### src/rtl/ga23_sdr_arbiter.sv
// ga23_sdr_arbiter
// Round-robin arbiter that latches one-cycle tile-row fetch requests from the
// GA23 layer fetchers and serialises them onto a single SDRAM read port.
// Each completed row is returned to its requester with a one-cycle ready pulse
// and held on that requester's rsp_data slice until its next completion.
module ga23_sdr_arbiter #(
    parameter int NUM_REQ = 3,
    parameter int ADDR_W  = 22,
    parameter int DATA_W  = 32
) (
    input  logic                      clk,
    input  logic                      reset_n,
    input  logic [NUM_REQ-1:0]        req,
    input  logic [NUM_REQ*ADDR_W-1:0] req_addr,
    output logic [NUM_REQ*DATA_W-1:0] rsp_data,
    output logic [NUM_REQ-1:0]        rsp_rdy,
    output logic                      mem_req,
    output logic [ADDR_W-1:0]         mem_addr,
    input  logic                      mem_ack,
    input  logic [DATA_W-1:0]         mem_data,
    output logic                      busy
);

    localparam int IDX_W = (NUM_REQ > 1) ? $clog2(NUM_REQ) : 1;

    localparam logic [0:0] ST_IDLE = 1'b0;
    localparam logic [0:0] ST_BUSY = 1'b1;

    logic [0:0]                r_state;
    logic [NUM_REQ-1:0]        r_pending;
    logic [ADDR_W-1:0]         r_addr_lat [NUM_REQ];
    logic [IDX_W-1:0]          r_cur;
    logic [IDX_W-1:0]          r_rr;
    logic                      r_mem_req;
    logic [ADDR_W-1:0]         r_mem_addr;
    logic                      r_busy;
    logic [NUM_REQ-1:0]        r_rsp_rdy;
    logic [NUM_REQ*DATA_W-1:0] r_rsp_data;

    logic                      w_any;
    logic [IDX_W-1:0]          w_grant;
    logic [ADDR_W-1:0]         w_grant_addr;
    logic                      w_issue;
    logic                      w_done;
    logic [IDX_W-1:0]          w_rr_next;

    assign mem_req  = r_mem_req;
    assign mem_addr = r_mem_addr;
    assign busy     = r_busy;
    assign rsp_rdy  = r_rsp_rdy;
    assign rsp_data = r_rsp_data;

    // Round-robin pick: first pending requester at or after r_rr, wrapping.
    // Offsets are scanned from the far end so the nearest one is the last
    // assignment and therefore the winner.
    always_comb begin
        int s;
        w_any        = 1'b0;
        w_grant      = '0;
        w_grant_addr = '0;
        s            = 0;
        for (int k = NUM_REQ - 1; k >= 0; k--) begin
            s = int'(r_rr) + k;
            if (s >= NUM_REQ) begin
                s = s - NUM_REQ;
            end
            for (int j = 0; j < NUM_REQ; j++) begin
                if (r_pending[j] && (j == s)) begin
                    w_any        = 1'b1;
                    w_grant      = IDX_W'(j);
                    w_grant_addr = r_addr_lat[j];
                end
            end
        end
    end

    assign w_issue   = (r_state == ST_IDLE) && w_any;
    assign w_done    = (r_state == ST_BUSY) && mem_ack;
    assign w_rr_next = (r_cur == IDX_W'(NUM_REQ - 1)) ? '0 : r_cur + 1'b1;

    // Transfer FSM: issue one latched request, hold mem_req/mem_addr until the ack.
    always_ff @(posedge clk) begin
        if (!reset_n) begin
            r_state    <= ST_IDLE;
            r_mem_req  <= 1'b0;
            r_mem_addr <= '0;
            r_cur      <= '0;
            r_rr       <= '0;
            r_busy     <= 1'b0;
        end else if (w_issue) begin
            r_state    <= ST_BUSY;
            r_mem_req  <= 1'b1;
            r_mem_addr <= w_grant_addr;
            r_cur      <= w_grant;
            r_busy     <= 1'b1;
        end else if (w_done) begin
            r_state    <= ST_IDLE;
            r_mem_req  <= 1'b0;
            r_busy     <= 1'b0;
            r_rr       <= w_rr_next;
        end
    end

    // Pending flags: a new request always wins over the clear caused by issuing it.
    always_ff @(posedge clk) begin
        if (!reset_n) begin
            r_pending <= '0;
        end else begin
            for (int i = 0; i < NUM_REQ; i++) begin
                if (req[i]) begin
                    r_pending[i] <= 1'b1;
                end else if (w_issue && (w_grant == IDX_W'(i))) begin
                    r_pending[i] <= 1'b0;
                end
            end
        end
    end

    // Address latches: newest request address overwrites any unissued one.
    always_ff @(posedge clk) begin
        for (int i = 0; i < NUM_REQ; i++) begin
            if (req[i]) begin
                r_addr_lat[i] <= req_addr[i*ADDR_W +: ADDR_W];
            end
        end
    end

    // Completion: capture SDRAM data into the current requester's slice and pulse its ready.
    always_ff @(posedge clk) begin
        if (!reset_n) begin
            r_rsp_rdy  <= '0;
            r_rsp_data <= '0;
        end else begin
            r_rsp_rdy <= '0;
            if (w_done) begin
                for (int i = 0; i < NUM_REQ; i++) begin
                    if (r_cur == IDX_W'(i)) begin
                        r_rsp_rdy[i]                    <= 1'b1;
                        r_rsp_data[i*DATA_W +: DATA_W] <= mem_data;
                    end
                end
            end
        end
    end

endmodule

### config.mk
export PLATFORM = sky130hd
export DESIGN_NAME = ga23_sdr_arbiter
export DESIGN_NICKNAME = d
export VERILOG_FILES = /design/src/rtl/ga23_sdr_arbiter.sv
export SDC_FILE = /design/constraint.sdc
export NUM_CORES = 1
export LEC_CHECK = 0
export ABC_CLOCK_PERIOD_IN_PS = 2600
export CORE_UTILIZATION = 30
export CTS_CLUSTER_DIAMETER = 200
export DETAILED_ROUTE_END_ITERATION = 10
export PLACE_DENSITY = 0.65
export SYNTH_ARGS = -nofsm -noshare
export SYNTH_HDL_FRONTEND = slang
export SYNTH_SLANG_ARGS = --single-unit
### constraint.sdc
create_clock -name clk -period 2.6 [get_ports clk]
set_clock_uncertainty 0.1 [all_clocks]
set_input_delay 0.26 -clock clk [delete_from_list [all_inputs] [get_ports clk]]
set_output_delay 0.26 -clock clk [all_outputs]
set_load 0.02 [all_outputs]
==> impl_metrics.env <==
export IMPL_finish_net_count=1167
export IMPL_worst_slew_pin_slew_ps=921
export IMPL_syn_instance_count=857
export IMPL_cp_max_fo=22
export IMPL_power_leakage_nw=3.88
export IMPL_fin_crit_sh=0.922
export IMPL_place_congestion=0.813
export IMPL_port_buffers=226
export IMPL_final_wirelength_um=25600
export IMPL_grt_pass1_wl_um=39800
export IMPL_dp_hpwl_um=16300
export IMPL_post_cts_setup_buffers=0
export IMPL_sum_neg_setup_slack_ps=0
export IMPL_synthesis_yosys_warnings=0
export IMPL_worst_skew_pair_late_latency_ps=440
export IMPL_fp_dieW_um=167
export IMPL_max_slew_margin=0.386
export IMPL_irDropWorstVdd_v=0.000498
export IMPL_post_layout_total_power_mw=7.59
export IMPL_floorplan_die_area_sq_um=27700
export IMPL_top_level_port_count=227
export IMPL_cts_root_buf="sky130_fd_sc_hd__clkbuf_16"
export IMPL_num_antenna_cells=0
export IMPL_maximum_number_of_pins_on_one_net_before_global_route_repair=105
export IMPL_p_sw_frac=0.288
export IMPL_intPower_mw=5.40
export IMPL_post_layout_nonfiller_instances=1408
export IMPL_initial_core_util=0.309
export IMPL_cts_sink_count=195
export IMPL_power_sequential_fraction=0.464
export IMPL_clock_path_buffers=2
export IMPL_post_route_util=0.431
export IMPL_synth_net_count=964
export IMPL_fp_row_count=59
export IMPL_rsz0062_at_grt="no"
export IMPL_postRouteAntennaNets=0
export IMPL_residual_drc=11
export IMPL_outcome="finished with violations"
export IMPL_track_usage=0.185
export IMPL_power_density_nw_per_um2=670
export IMPL_cts_buffers_inserted=17
export IMPL_synth_seq_area_share=0.562
export IMPL_final_period_minus_worst_setup_slack_ps=2400
export IMPL_switchingPower_mw=2.19
export IMPL_yosys_cell_types_count=47
export IMPL_multiInputGateArea_sq_um=3020
export IMPL_grt_remaining_overflow=0
export IMPL_placed_cells_incl_taps=1376
export IMPL_regArea_sq_um=4560
export IMPL_power_frac_clock=0.360
export IMPL_timing_final_hold_violations=0
export IMPL_cts_htree_levels=4
export IMPL_detailedRoute_firstIterationViolations=624
export IMPL_min_path_type="in2reg"
export IMPL_chipHeight_um=167
export IMPL_drt_first_pass_iters=8
export IMPL_slew_violations=0
export IMPL_violations_in_the_final_reports="design-rule violations"
export IMPL_syn_avg_cell_area_sq_um=9.48
export IMPL_ys_seq_elements=195
export IMPL_startpoint_class="flip-flop"
export IMPL_drv_max_cap_violation_count=0
export IMPL_timing_fmax_mhz=417
export IMPL_first_global_vias=7087
export IMPL_worst_endpoint_data_arrival_time_ps=2580
export IMPL_num_vias=7102
export IMPL_setup_viol_count_final=0
export IMPL_syn_to_final_growth_pct=39.4
export IMPL_clock_pin_slew_worst_setup_and_hold_paths_ps=80
export IMPL_hold_worst_slack_ps=269
export IMPL_post_route_cells_drive_above_1_share=0.0736
export IMPL_setup_cp_type="reg2reg"
export IMPL_initial_antenna_violation_count=0
export IMPL_detail_route_wl_per_cell_um=18.2
export IMPL_cts_tree="yes"
export IMPL_required_ps=2790
export IMPL_synth_cell_area_sq_um=8120
export IMPL_fillCellCount=2536
export IMPL_routed_via_density=5.04
export IMPL_endpoint_kind="flip-flop"
export IMPL_area_of_the_core_sq_um=26300
export IMPL_p_comb_frac=0.176
==> power groups by stage <==
| stage | clock (mW) | sequential, mW | combinational, mW |
|---|---|---|---|
| CTS | 2.82 | 3.52 | 1.34 |
| finish | 2.73 | 3.52 | 1.34 |
| global route | 2.94 | 3.55 | 1.44 |
| global placement | 0 | 3.58 | 1.33 |
| floorplan | 0 | 3.66 | 0.634 |
| detailed placement | 0 | 3.58 | 1.33 |
==> metal layers <==
| metal | vias to the layer above | wire [um] | GRT usage | part of all wire |
|---|---|---|---|---|
| met5 | - | 0 | 0 | 0 |
| met2 | 291 | 11900 | 0.297 | 0.46 |
| met4 | 0 | 204 | 0.0475 | 0.0080 |
| met1 | 3376 | 10800 | 0.229 | 0.42 |
| met3 | 18 | 2680 | 0.0744 | 0.10 |
| li1 | 3417 | - | - | - |
==> per-stage QoR <==
step	setup slack (ps)	cell area, sq um
after floorplan	614	8120
after global placement	168	10700
after detailed placement	123	10700
after CTS	31.5	11300
after global routing	41.3	11300
final	202	11300
==> timing repair <==
item,4_1_cts,5_1_grt
resized for setup,0,1
endpoints found under the setup margin,0,22
hold buffers,0,0
==> cell usage in the layout, fill, tap and decap left out, types with 23 or more instances in the layout <==
cell type	instances
sky130_fd_sc_hd__inv_1	46
sky130_fd_sc_hd__o221ai_1	24
sky130_fd_sc_hd__clkdlybuf4s50_1	226
sky130_fd_sc_hd__a21oi_1	102
sky130_fd_sc_hd__nor2_1	26
sky130_fd_sc_hd__dfxtp_1	129
sky130_fd_sc_hd__edfxtp_1	66
sky130_fd_sc_hd__nand2_1	200
sky130_fd_sc_hd__a211oi_1	23
==> cells in the mapped netlist, drive strengths merged <==
library cell    n  area share
or3             2      0.0015
nand2b          3      0.0023
nand2         204       0.095
edfxtp         66        0.24
a21o           20       0.018
nor2b           1     0.00077
and2            5      0.0039
a22o            2      0.0022
a31oi           3      0.0031
a211oi         25       0.026
o211a           3      0.0037
nor3           21       0.014
a22oi          22       0.020
o2111ai         1      0.0011
and3            3      0.0035
o22ai           3      0.0031
inv            47       0.022
o21ba           1      0.0012
a21oi         104       0.065
o221ai         25       0.028
o21a            1      0.0011
o21ai          26       0.018
clkbuf         25       0.012
nor2           26       0.012
nand3           1     0.00062
dfxtp         129        0.32
nand4bb         1      0.0014
nand4          19       0.015
o2bb2ai        20       0.022
mux2            1      0.0014
buf            44       0.035
ha              3      0.0046
==> final timing paths <==
check                                                from                     endpoint  slack [ps]  cells after the start
worst max register to register       r_rr[0]$_SDFFE_PN0P_     mem_addr[2]$_SDFFE_PN0P_         200                      7
worst min register to register  rsp_data[65]$_SDFFE_PN0P_    rsp_data[65]$_SDFFE_PN0P_         350                      2
worst min-delay path                         req_addr[10]  r_addr_lat[0][10]$_DFFE_PP_         270                      1
worst max-delay path                 r_rr[0]$_SDFFE_PN0P_     mem_addr[2]$_SDFFE_PN0P_         200                      7
==> worst max-delay path, stage by stage, from the launching register on <==
cell,delay [ps]
sky130_fd_sc_hd__dfxtp_1,380
sky130_fd_sc_hd__inv_1,60
sky130_fd_sc_hd__ha_2,500
sky130_fd_sc_hd__nand2_2,150
sky130_fd_sc_hd__and3_4,230
sky130_fd_sc_hd__a21o_1,190
sky130_fd_sc_hd__nand2_2,420
sky130_fd_sc_hd__o221ai_1,200
==> state kept, by name (all words and copies together) (netlist names) <==
| name | flops |
|---|---|
| rsp_rdy | 3 |
| busy | 1 |
| mem_addr | 22 |
| r_pending | 3 |
| rsp_data | 96 |
| r_addr_lat | 66 |
| r_cur | 2 |
| r_rr | 2 |
==> cell type report <==
type,instances,share of cell area
Inverter,47,0.0156
Timing Repair Buffer,253,0.223
Tap cell,335,0.0370
Multi-Input combinational cell,546,0.267
Clock inverter,13,0.0145
Sequential cell,195,0.403
Clock buffer,19,0.0401
==> kinds of logic after synthesis <==
| family | after synthesis | share of synthesized area |
|---|---|---|
| and+or+nand+nor | 286 | 0.150 |
| AOI/OAI and AO/OA | 256 | 0.213 |
| buffers and inverters | 116 | 0.0684 |
| muxes | 1 | 0.00139 |
| adders and majority gates | 3 | 0.00462 |
| DFF | 195 | 0.562 |
Note: power is estimated with default switching activity, not from simulation.
